[config.mk]
export PLATFORM = sky130hd
export DESIGN_NAME = burst_arbiter
export DESIGN_NICKNAME = d
export VERILOG_FILES = /design/src/rtl/burst_arbiter.sv
export SDC_FILE = /design/constraint.sdc
export NUM_CORES = 1
export LEC_CHECK = 0
export CORE_UTILIZATION = 40
export CTS_BUF_LIST = sky130_fd_sc_hd__clkbuf_8
export DETAILED_ROUTE_END_ITERATION = 12
export GPL_TIMING_DRIVEN = 0
export PLACE_DENSITY_LB_ADDON = 0.08
export SETUP_SLACK_MARGIN = 0.05
export SLEW_MARGIN = 15
export SYNTH_ARGS = -nofsm -noshare
export SYNTH_HDL_FRONTEND = slang
export SYNTH_SLANG_ARGS = --single-unit
[constraint.sdc]
create_clock -name clk -period 2 [get_ports clk]
set_input_delay 0.5 -clock clk [delete_from_list [all_inputs] [get_ports clk]]
set_output_delay 0.5 -clock clk [all_outputs]
set_load 0.02 [all_outputs]
[src/rtl/burst_arbiter.sv]
`timescale 1ns/1ps
// Burst-limited round-robin arbiter for two pipelines sharing one resource port.
// Owns the request mux, a single registered output stage and per-requester grant counters.
//
//   state (last_2, run) | meaning
//   last_2 = 0          | requester 1 was granted most recently
//   last_2 = 1          | requester 2 was granted most recently
//   run                 | consecutive grants to last, saturating at MAX_BURST
module burst_arbiter #(
  parameter int MAX_BURST     = 4,
  parameter int ADDRESS_WIDTH = 32,
  parameter int ID_WIDTH      = 4
) (
  input  logic                     clk,
  input  logic                     reset,
  input  logic [ADDRESS_WIDTH-1:0] in_address_1,
  input  logic [ID_WIDTH-1:0]      in_id_1,
  input  logic                     in_valid_1,
  output logic                     out_stall_1,
  input  logic [ADDRESS_WIDTH-1:0] in_address_2,
  input  logic [ID_WIDTH-1:0]      in_id_2,
  input  logic                     in_valid_2,
  output logic                     out_stall_2,
  output logic [ADDRESS_WIDTH-1:0] out_address,
  output logic [ID_WIDTH-1:0]      out_id,
  output logic                     out_valid,
  input  logic                     in_stall,
  output logic [15:0]              out_grant_count_1,
  output logic [15:0]              out_grant_count_2
);

  localparam logic [3:0] MAX_RUN = 4'(MAX_BURST);

  logic       last_2, last_2_nxt;
  logic [3:0] run, run_nxt;
  logic       accept;
  logic       grant_1, grant_2;

  assign accept = !(out_valid && in_stall);

  // State register, output stage and counters all load on the same edge.
  always_ff @(posedge clk) begin
    if (reset) begin
      last_2            <= 1'b0;
      run               <= 4'd0;
      out_valid         <= 1'b0;
      out_address       <= '0;
      out_id            <= '0;
      out_grant_count_1 <= 16'd0;
      out_grant_count_2 <= 16'd0;
    end else begin
      last_2 <= last_2_nxt;
      run    <= run_nxt;
      if (accept) begin
        out_valid <= grant_1 || grant_2;
        if (grant_1) begin
          out_address <= in_address_1;
          out_id      <= in_id_1;
        end else if (grant_2) begin
          out_address <= in_address_2;
          out_id      <= in_id_2;
        end
      end
      if (grant_1) out_grant_count_1 <= out_grant_count_1 + 16'd1;
      if (grant_2) out_grant_count_2 <= out_grant_count_2 + 16'd1;
    end
  end

  // Winner selection and next priority state.
  always_comb begin
    grant_1    = 1'b0;
    grant_2    = 1'b0;
    last_2_nxt = last_2;
    run_nxt    = run;
    if (accept && !reset) begin
      if (in_valid_1 && in_valid_2) begin
        if ((run < MAX_RUN) ? !last_2 : last_2) grant_1 = 1'b1;
        else                                    grant_2 = 1'b1;
      end else begin
        grant_1 = in_valid_1;
        grant_2 = in_valid_2;
      end
    end
    if (grant_1 || grant_2) begin
      if (grant_2 == last_2) begin
        run_nxt = (run == MAX_RUN) ? run : run + 4'd1;
      end else begin
        last_2_nxt = grant_2;
        run_nxt    = 4'd1;
      end
    end
  end

  // Stalls depend only on valids, backpressure and registered state.
  always_comb begin
    out_stall_1 = reset || (in_valid_1 && !grant_1);
    out_stall_2 = reset || (in_valid_2 && !grant_2);
  end

endmodule
---- Yosys cells after proc, flatten, opt, wreduce, memory -nomap -nowiden ----
Cells that the tools add are included.
storage, ports and cells
  register bits ........................... 74
  bits of input ports ..................... 77
  output and inout port bits .............. 71
  word-level logic and storage cells ...... 46
cells by class
  add/sub/neg operators ................... 3
  order comparisons ....................... 1
  eq/ne operators ......................... 3
  muxes and demuxes ....................... 13
  bitwise logic cells ..................... 2
  reductions and logical operators ........ 17
operator list
  cell                                                        count
  two-way mux 32 bit                                          2
  adder 16 x 1 -> 16 bit, second input constant               2
  two-way mux 4 bit                                           4
  two-way mux 1 bit                                           7
  AND reduction 2 bit                                         3
  logical AND 1 bit                                           5
  zero test 1 bit                                             5
  adder 4 x 1 -> 4 bit, second input constant                 1
  equality test 4 x 3 -> 1 bit, second input constant         1
  less-than comparator 4 x 3 -> 1 bit, second input constant  1
  logical OR 1 bit                                            3
  inequality test 2 bit, second input constant                1
  inverter 1 bit                                              2
  nonzero test 2 bit                                          1
  equality test 1 bit                                         1

---- Longest topological paths before layout ----
Gate-level depths: netlist of the first run.
  word-level depth ........................ 8
  gate-level depth with buffers ........... 7
  gate-level depth less buffers ........... 5

---- Worst setup path after synthesis of the first run ----
No wires, ideal clock.
  path kind ............................... register to output
  start ................................... reg run[2]
  end ..................................... out out_stall_1
  arrival time ............................ 1.570 ns
  data required time ...................... 1.500 ns
  path slack .............................. -0.070 ns
  cell stages (with the launch flop) ...... 6
  buffers on the path ..................... 2
  path through ............................ dfxtp_1 > buf_6 > or3_4 > a311oi_4 > buf_6 > a21oi_1
between the ends
  cells in the longest elaborated chain, start to end .. 8
RTL lines
  element                              RTL line  RTL
  start, declared                      35        logic [3:0] run, run_nxt;
  start signal, assigned               53        run <= run_nxt;
  less-than comparator 4 x 3 -> 1 bit  77        if ((run < MAX_RUN) ? !last_2 : last_2) grant_1 = 1'b1;
  two-way mux 1 bit (2 in series)      77
  two-way mux 1 bit                    76        if (in_valid_1 && in_valid_2) begin
  two-way mux 1 bit                    75        if (accept && !reset) begin
  zero test 1 bit                      96        out_stall_1 = reset || (in_valid_1 && !grant_1);
  logical AND 1 bit                    96
  logical OR 1 bit                     96
  end, declared                        19        output logic out_stall_1,
Every way passes these cells.

---- Worst setup path in the final report of the first run ----
  start ................................... reg last_2
  end ..................................... out out_stall_1
between the ends
  cells in the longest elaborated chain, start to end .. 8
RTL lines
  element                            RTL line  RTL
  start, declared                    34        logic last_2, last_2_nxt;
  start signal, assigned             52        last_2 <= last_2_nxt;
  zero test 1 bit                    77
  two-way mux 1 bit * (2 in series)  77
  two-way mux 1 bit *                76
  two-way mux 1 bit *                75
  zero test 1 bit *                  96
  logical AND 1 bit *                96
  logical OR 1 bit *                 96
Every way passes the cells marked *; elsewhere a longest branch is shown, timed or not.

==> results of run 1 <==
## sequential cells by signal (all words and copies together), names as in the netlist
register / flops
out_address: 32
out_valid: 1
out_grant_count_2: 16
last_2: 1
out_grant_count_1: 16
out_id: 4
run: 4
## worst max-delay path: stages, from the launching register on
cell	delay [ns]
dfxtp_4	0.35
or3_4	0.41
a311oi_4	0.27
buf_6	0.15
a21oi_2	0.03
buf_6	0.14
## cell type report
type	count	share of cell area (%)
antenna	1	0.04527
buffer	33	3.350
clock buffer	10	2.490
clock inverter	5	1.856
inverter	8	0.5659
multi-input combinational	292	34.40
sequential	74	27.00
tap	108	2.445
timing repair buffer	155	27.84
## power by group
part           switching, W  total (W)  internal, W  leakage [nW]
registers         0.0000338    0.00156      0.00152         0.604
clock network      0.000565    0.00142     0.000854         0.118
logic              0.000321   0.000649     0.000328          1.27
total              0.000919    0.00363      0.00271          1.99
## per-stage QoR
stage	total power, W	instances	utilization (%)	worst slack [ns]
2_1_floorplan	0.001885	409	-	0.04538
3_3_place_gp	0.002210	663	59.43	-1.393
3_5_place_dp	0.002221	663	59.43	-1.470
4_1_cts	0.003662	685	63.16	-0.2003
5_1_grt	0.003778	685	63.67	-0.2307
6_report	0.003626	686	63.70	-0.1853
## routing by layer
| metal | vias to the layer above | GRT usage (%) | share of wire (%) |
|---|---|---|---|
| met2 | 152 | 38.53 | 46 |
| met3 | 14 | 5.608 | 7.9 |
| met1 | 1869 | 30.21 | 44 |
| met5 | - | 0 | 0 |
| li1 | 1889 | - | - |
| met4 | 0 | 9.950 | 1.6 |
## cell families (layout without fill, tap and decap cells)
kind of cell | after synthesis | in the layout | share of synthesized area [%]
and+or+nand+nor | 142 | 142 | 20.88
AOI/OAI and AO/OA | 131 | 131 | 25.60
DFF | 74 | 74 | 41.69
buffers and inverters | 43 | 211 | 5.915
muxes | 14 | 14 | 4.261
adders and majority gates | 4 | 4 | 1.409
xor gates and xnor gates | 1 | 1 | 0.2465
other | 0 | 1 | 0
## placed cells by master (no fill, tap or decap), types with 6 or more instances in the layout
master,count
clkbuf_1,14
a32oi_1,36
or4_1,12
buf_6,7
o31ai_1,10
clkbuf_2,8
nand3_1,14
clkbuf_8,10
inv_1,6
mux2_1,9
buf_4,10
nand4_1,13
nor2_1,13
dlymetal6s2s_1,6
clkdlybuf4s50_1,130
o21ai_1,6
nor4_1,6
nor2b_1,10
dlygate4sd2_1,7
dfxtp_1,71
a21oi_1,56
nand2_1,53
## final timing paths
kind,to,slack (ns),cells past startpoint
worst max-delay path,out_stall_1,-0.19,5
worst min-delay path,out_grant_count_1[15],0.50,2
worst max register to register,out_grant_count_1[4],-0.07,7
worst min register to register,out_grant_count_1[15],0.50,2
## repair_timing
action                                 4_1_cts  5_1_grt
buffers inserted                             9        0
setup endpoints to repair                   79       62
pin swaps                                    5        0
endpoints found under the hold margin        0        0
gates resized for setup                     40       21
==> results.json, run 1 <==
{
  "status": "finished, violations left",
  "violations": "negative setup slack",
  "drv_slew": 0,
  "die_w_um": 96.25,
  "initial_core_util_pct": 40.95,
  "cts_tree": "yes",
  "synth_common_cells": "dfxtp_1, a21oi_1, nand2_1",
  "clock_sinks": 74,
  "num-fill-cells": 810,
  "async_flop_share_pct": 0,
  "drtAntennaViolNets": 0,
  "insertion_delay_ns": 0.35,
  "die-height_um": 96.25,
  "grt_max_degree": 13,
  "ios": 148,
  "syn-num-nets": 490,
  "fin_crit_ns": 2.185,
  "grtUsageTotal_pct": 23.81,
  "netlist_area_mm2": 0.003553,
  "worst_slew_pin_slew_ns": 0.6573,
  "hold_viol": 0,
  "yosys.cell_count.top_type": "dfxtp_1",
  "synth.largest_area_cell": "dfxtp_1",
  "p_leak_nw": 1.992,
  "setup_tns_ns": -0.7105,
  "grt_first_pass_wirelength_mm": 16.91,
  "wl_per_cell_um": 16.20,
  "setup_viol": 11,
  "hold_class": "register to register",
  "r2r_start": "run[3]",
  "synth_flop_cell": "dfxtp_1",
  "drc": 0,
  "ctsHoldBuffers": 0,
  "dr.pass1.iters": 5,
  "arrival_ns": 1.69,
  "path_clk_slew_ns": 0.08,
  "vias": 3924,
  "cts_max_path_buffers": 2,
  "yosys-top-cells-area": "dfxtp_1, a32oi_1, a21oi_1, nand2_1, mux2_1",
  "cellPowerDensity_mw_per_mm2": 656.0,
  "hold_path_startpoint": "out_grant_count_1[15]",
  "root_buffer": "clkbuf_8",
  "drv_cap": 0,
  "rsz0062_at_grt": "true",
  "yosys_warnings": 0,
  "antenna_found_initial": 0,
  "critPathKind": "register to output pin",
  "dpl-instance-area_mm2": 0.005157,
  "synth_area_per_cell_um2": 8.688,
  "skew_ns": 0.006083,
  "synth-edff-count": 0,
  "netlist_instances": 409,
  "grt_pass1_vias": 3626,
  "routabilityCongestion": 0.8194,
  "numPortBuffers": 146,
  "die-area_mm2": 0.009264,
  "drive_above_1_share_pct": 11.61,
  "crit_required_ns": 1.50,
  "grt_overflow": 0,
  "seq_area_frac_synth_pct": 41.69,
  "rows": 34,
  "drt_iter0_drc": 179,
  "multi_input_area_mm2": 0.001902,
  "synth_cell_types": 47,
  "worst_hold_slack_ns": 0.5011,
  "finalWirelength_mm": 11.12,
  "worst_slack_ns": -0.1853,
  "ff_latch_area_mm2": 0.001493,
  "ys_seq_elements": 74,
  "dpl.hpwl_mm": 7.755,
  "nets": 654,
  "vias_per_cell": 5.720,
  "stdcell_area_mm2": 0.005528,
  "worstSetupStartpoint": "last_2",
  "final.period_utilization_pct": 109.3,
  "synth_top_area_share_pct": 41.69,
  "relSlewSlack_pct": 55.88,
  "syn_to_final_growth_pct": 55.56,
  "ir_worst_vdd_mv": 0.4625,
  "cts_max_level": 3,
  "end_kind": "output pin",
  "start_kind": "register",
  "critPathMaxFanout": 2,
  "fmax_ghz": 0.4576,
  "cts_buffers": 9,
  "core-area_mm2": 0.008678
}
No activity file was read; power rests on OpenSTA's default activity.
==> run 2: changes to the inputs <==
--- a/config.mk
+++ b/config.mk
@@ -9,6 +9,7 @@
 export CTS_BUF_LIST = sky130_fd_sc_hd__clkbuf_8
 export DETAILED_ROUTE_END_ITERATION = 12
 export GPL_TIMING_DRIVEN = 0
+export MAX_ROUTING_LAYER = met4
 export PLACE_DENSITY_LB_ADDON = 0.08
 export SETUP_SLACK_MARGIN = 0.05
 export SLEW_MARGIN = 15
==> constraint.sdc (replaced) <==
create_clock -name clk -period 2.33 [get_ports clk]
set_input_delay 0.5825 -clock clk [delete_from_list [all_inputs] [get_ports clk]]
set_output_delay 0.5825 -clock clk [all_outputs]
set_load 0.02 [all_outputs]
==> run 2 against run 1 <==
- the flow now finishes without violations
- wire length shrank 0.94%
- design area down 0.43%
- worst setup slack better by 0.22 ns
- sequential share of layout area grew 0.071 points
- clock skew grew 0.0050 ns
- count of clock-buffer cells in the layout rose by 2
- total power down 16%
- register-to-register slack better by 0.30 ns
- critical path type is now primary input to output pin
- largest cell class unchanged
- largest power group unchanged
- highest routed layer unchanged
==> results.json, run 2 (synthesis results as in run 1) <==
{
  "rsz0062_at_grt": "true",
  "stdcell_area_mm2": 0.005504,
  "setup_tns_ns": 0,
  "r2r_end": "out_address[15]",
  "place_ws_ns": -1.263,
  "relSlewSlack_pct": 62.17,
  "cts_max_level": 3,
  "drtAntennaViolNets": 0,
  "start_kind": "primary input",
  "setup_viol": 0,
  "antenna_found_initial": 0,
  "ff_latch_area_mm2": 0.001490,
  "initial_core_util_pct": 40.95,
  "hold_viol": 0,
  "drv_cap": 0,
  "drc": 0,
  "cts_buffers": 9,
  "r2r_slack_ns": 0.23,
  "ir_worst_vdd_mv": 0.3534,
  "cts_tree": "yes",
  "grt_max_degree": 13,
  "vias_per_cell": 5.684,
  "wl_per_cell_um": 16.03,
  "die_w_um": 96.25,
  "insertion_delay_ns": 0.34,
  "grt_overflow": 0,
  "syn_to_final_growth_pct": 54.89,
  "drv_slew": 0,
  "top_register": "out_address",
  "antenna_cells": 0,
  "ctsHoldBuffers": 0,
  "comb_power_share_pct": 18.2,
  "critical_path.endpoint": "out_stall_1",
  "hold_class": "register to register",
  "reg2reg_depth": 7,
  "critPathKind": "primary input to output pin",
  "worst_slew_pin_slew_ns": 0.5666,
  "skew_ns": 0.01112,
  "dr.pass1.iters": 5,
  "nets": 655,
  "final.period_utilization_pct": 98.32,
  "largest_reg_flops": 32,
  "reg.largest.list": "out_address x32, out_grant_count_1 x16, out_grant_count_2 x16",
  "die-height_um": 96.25,
  "clkPwrFrac_pct": 38.0,
  "multi_input_area_mm2": 0.001896,
  "grt_first_pass_wirelength_mm": 16.97,
  "worstSetupStartpoint": "reset",
  "fmax_ghz": 0.4365,
  "numPortBuffers": 146,
  "p_int_w": 0.002283,
  "critPathMaxFanout": 8,
  "vias": 3905,
  "cellPowerDensity_mw_per_mm2": 556.3,
  "final_common_cell": "clkdlybuf4s50_1",
  "arrival_ns": 1.71,
  "finalWirelength_mm": 11.01,
  "fin_crit_ns": 2.291,
  "drt_iter0_drc": 188,
  "end_kind": "output pin",
  "netSwitchingPower_w": 0.0007789,
  "swShare_pct": 25.44,
  "routabilityCongestion": 0.8528,
  "grt_pass1_vias": 3563,
  "grtUsageTotal_pct": 24.31,
  "ios": 148,
  "core-area_mm2": 0.008678,
  "crit_required_ns": 1.75,
  "worst_hold_slack_ns": 0.4902,
  "root_buffer": "clkbuf_8",
  "num-fill-cells": 773,
  "drive_above_1_share_pct": 10.19,
  "clock_sinks": 74,
  "status": "complete, no violations",
  "path_clk_slew_ns": 0.08,
  "cts_max_path_buffers": 2,
  "rows": 34,
  "pwr-share-seq_pct": 43.8,
  "final_cell_mix": "clkdlybuf4s50_1, dfxtp_1, a21oi_1, nand2_1, a32oi_1",
  "worst_slack_ns": 0.03916,
  "dpl.hpwl_mm": 7.748,
  "p_leak_nw": 1.851,
  "dpl-instance-area_mm2": 0.005150,
  "die-area_mm2": 0.009264,
  "r2r_start": "out_valid"
}
-- run 2: worst min path at each step --
| stage | startpoint | to | cells past startpoint |
|---|---|---|---|
| 5_1_grt | out_grant_count_1[1] | out_grant_count_1[1] | 2 |
| 3_3_place_gp | out_grant_count_1[15] | out_grant_count_1[15] | 2 |
| 6_report | out_grant_count_1[15] | out_grant_count_1[15] | 2 |
| 2_1_floorplan | run[1] | run[1] | 2 |
| 3_5_place_dp | out_grant_count_1[15] | out_grant_count_1[15] | 2 |
| 4_1_cts | out_grant_count_1[15] | out_grant_count_1[15] | 2 |
-- run 2: power groups by stage --
stage          sequential (W)  combinational (W)  clock, W
2_1_floorplan         0.00142           0.000195         0
6_report              0.00134           0.000559   0.00116
3_5_place_dp          0.00137           0.000535         0
4_1_cts               0.00134           0.000554   0.00119
5_1_grt               0.00135           0.000600   0.00126
3_3_place_gp          0.00137           0.000530         0
-- run 2: metal layers --
metal  vias to the layer above  GRT usage (%)  wire (um)
met5                         -              -          0
met4                         0          8.085        121
met3                        14          4.186        576
met2                       131          39.89       5504
met1                      1860          30.14       4810
li1                       1900              -          -
-- run 2: worst max-delay path, cell delays in order --
cell and delay, ns:
clkdlybuf4s15_2 0.29, a21o_4 0.26, a311oi_4 0.26, buf_6 0.15
a21oi_2 0.03, buf_6 0.13
-- run 2: repair_timing --
action	CTS	global route
buffers inserted	8	2
gates resized for setup	34	7
pin swaps	4	4
cloned	0	0
endpoints found under the setup margin	46	5
-- run 2: final cells by class --
class                      instances  area share (%)
clock inverter                     4           1.318
tap                              108           2.455
clock buffer                      12           3.001
buffer                            33           3.296
inverter                           8          0.5910
timing repair buffer             156           27.82
sequential                        74           27.07
multi-input combinational        292           34.44
-- run 2: stage by stage --
| stage | power (W) | utilization [%] | cells |
|---|---|---|---|
| 6_report | 0.003062 | 63.42 | 687 |
| 5_1_grt | 0.003203 | 63.42 | 687 |
| 4_1_cts | 0.003082 | 63.13 | 685 |
| 3_5_place_dp | 0.001905 | 59.34 | 663 |
| 3_3_place_gp | 0.001897 | 59.34 | 663 |
| 2_1_floorplan | 0.001616 | - | 409 |
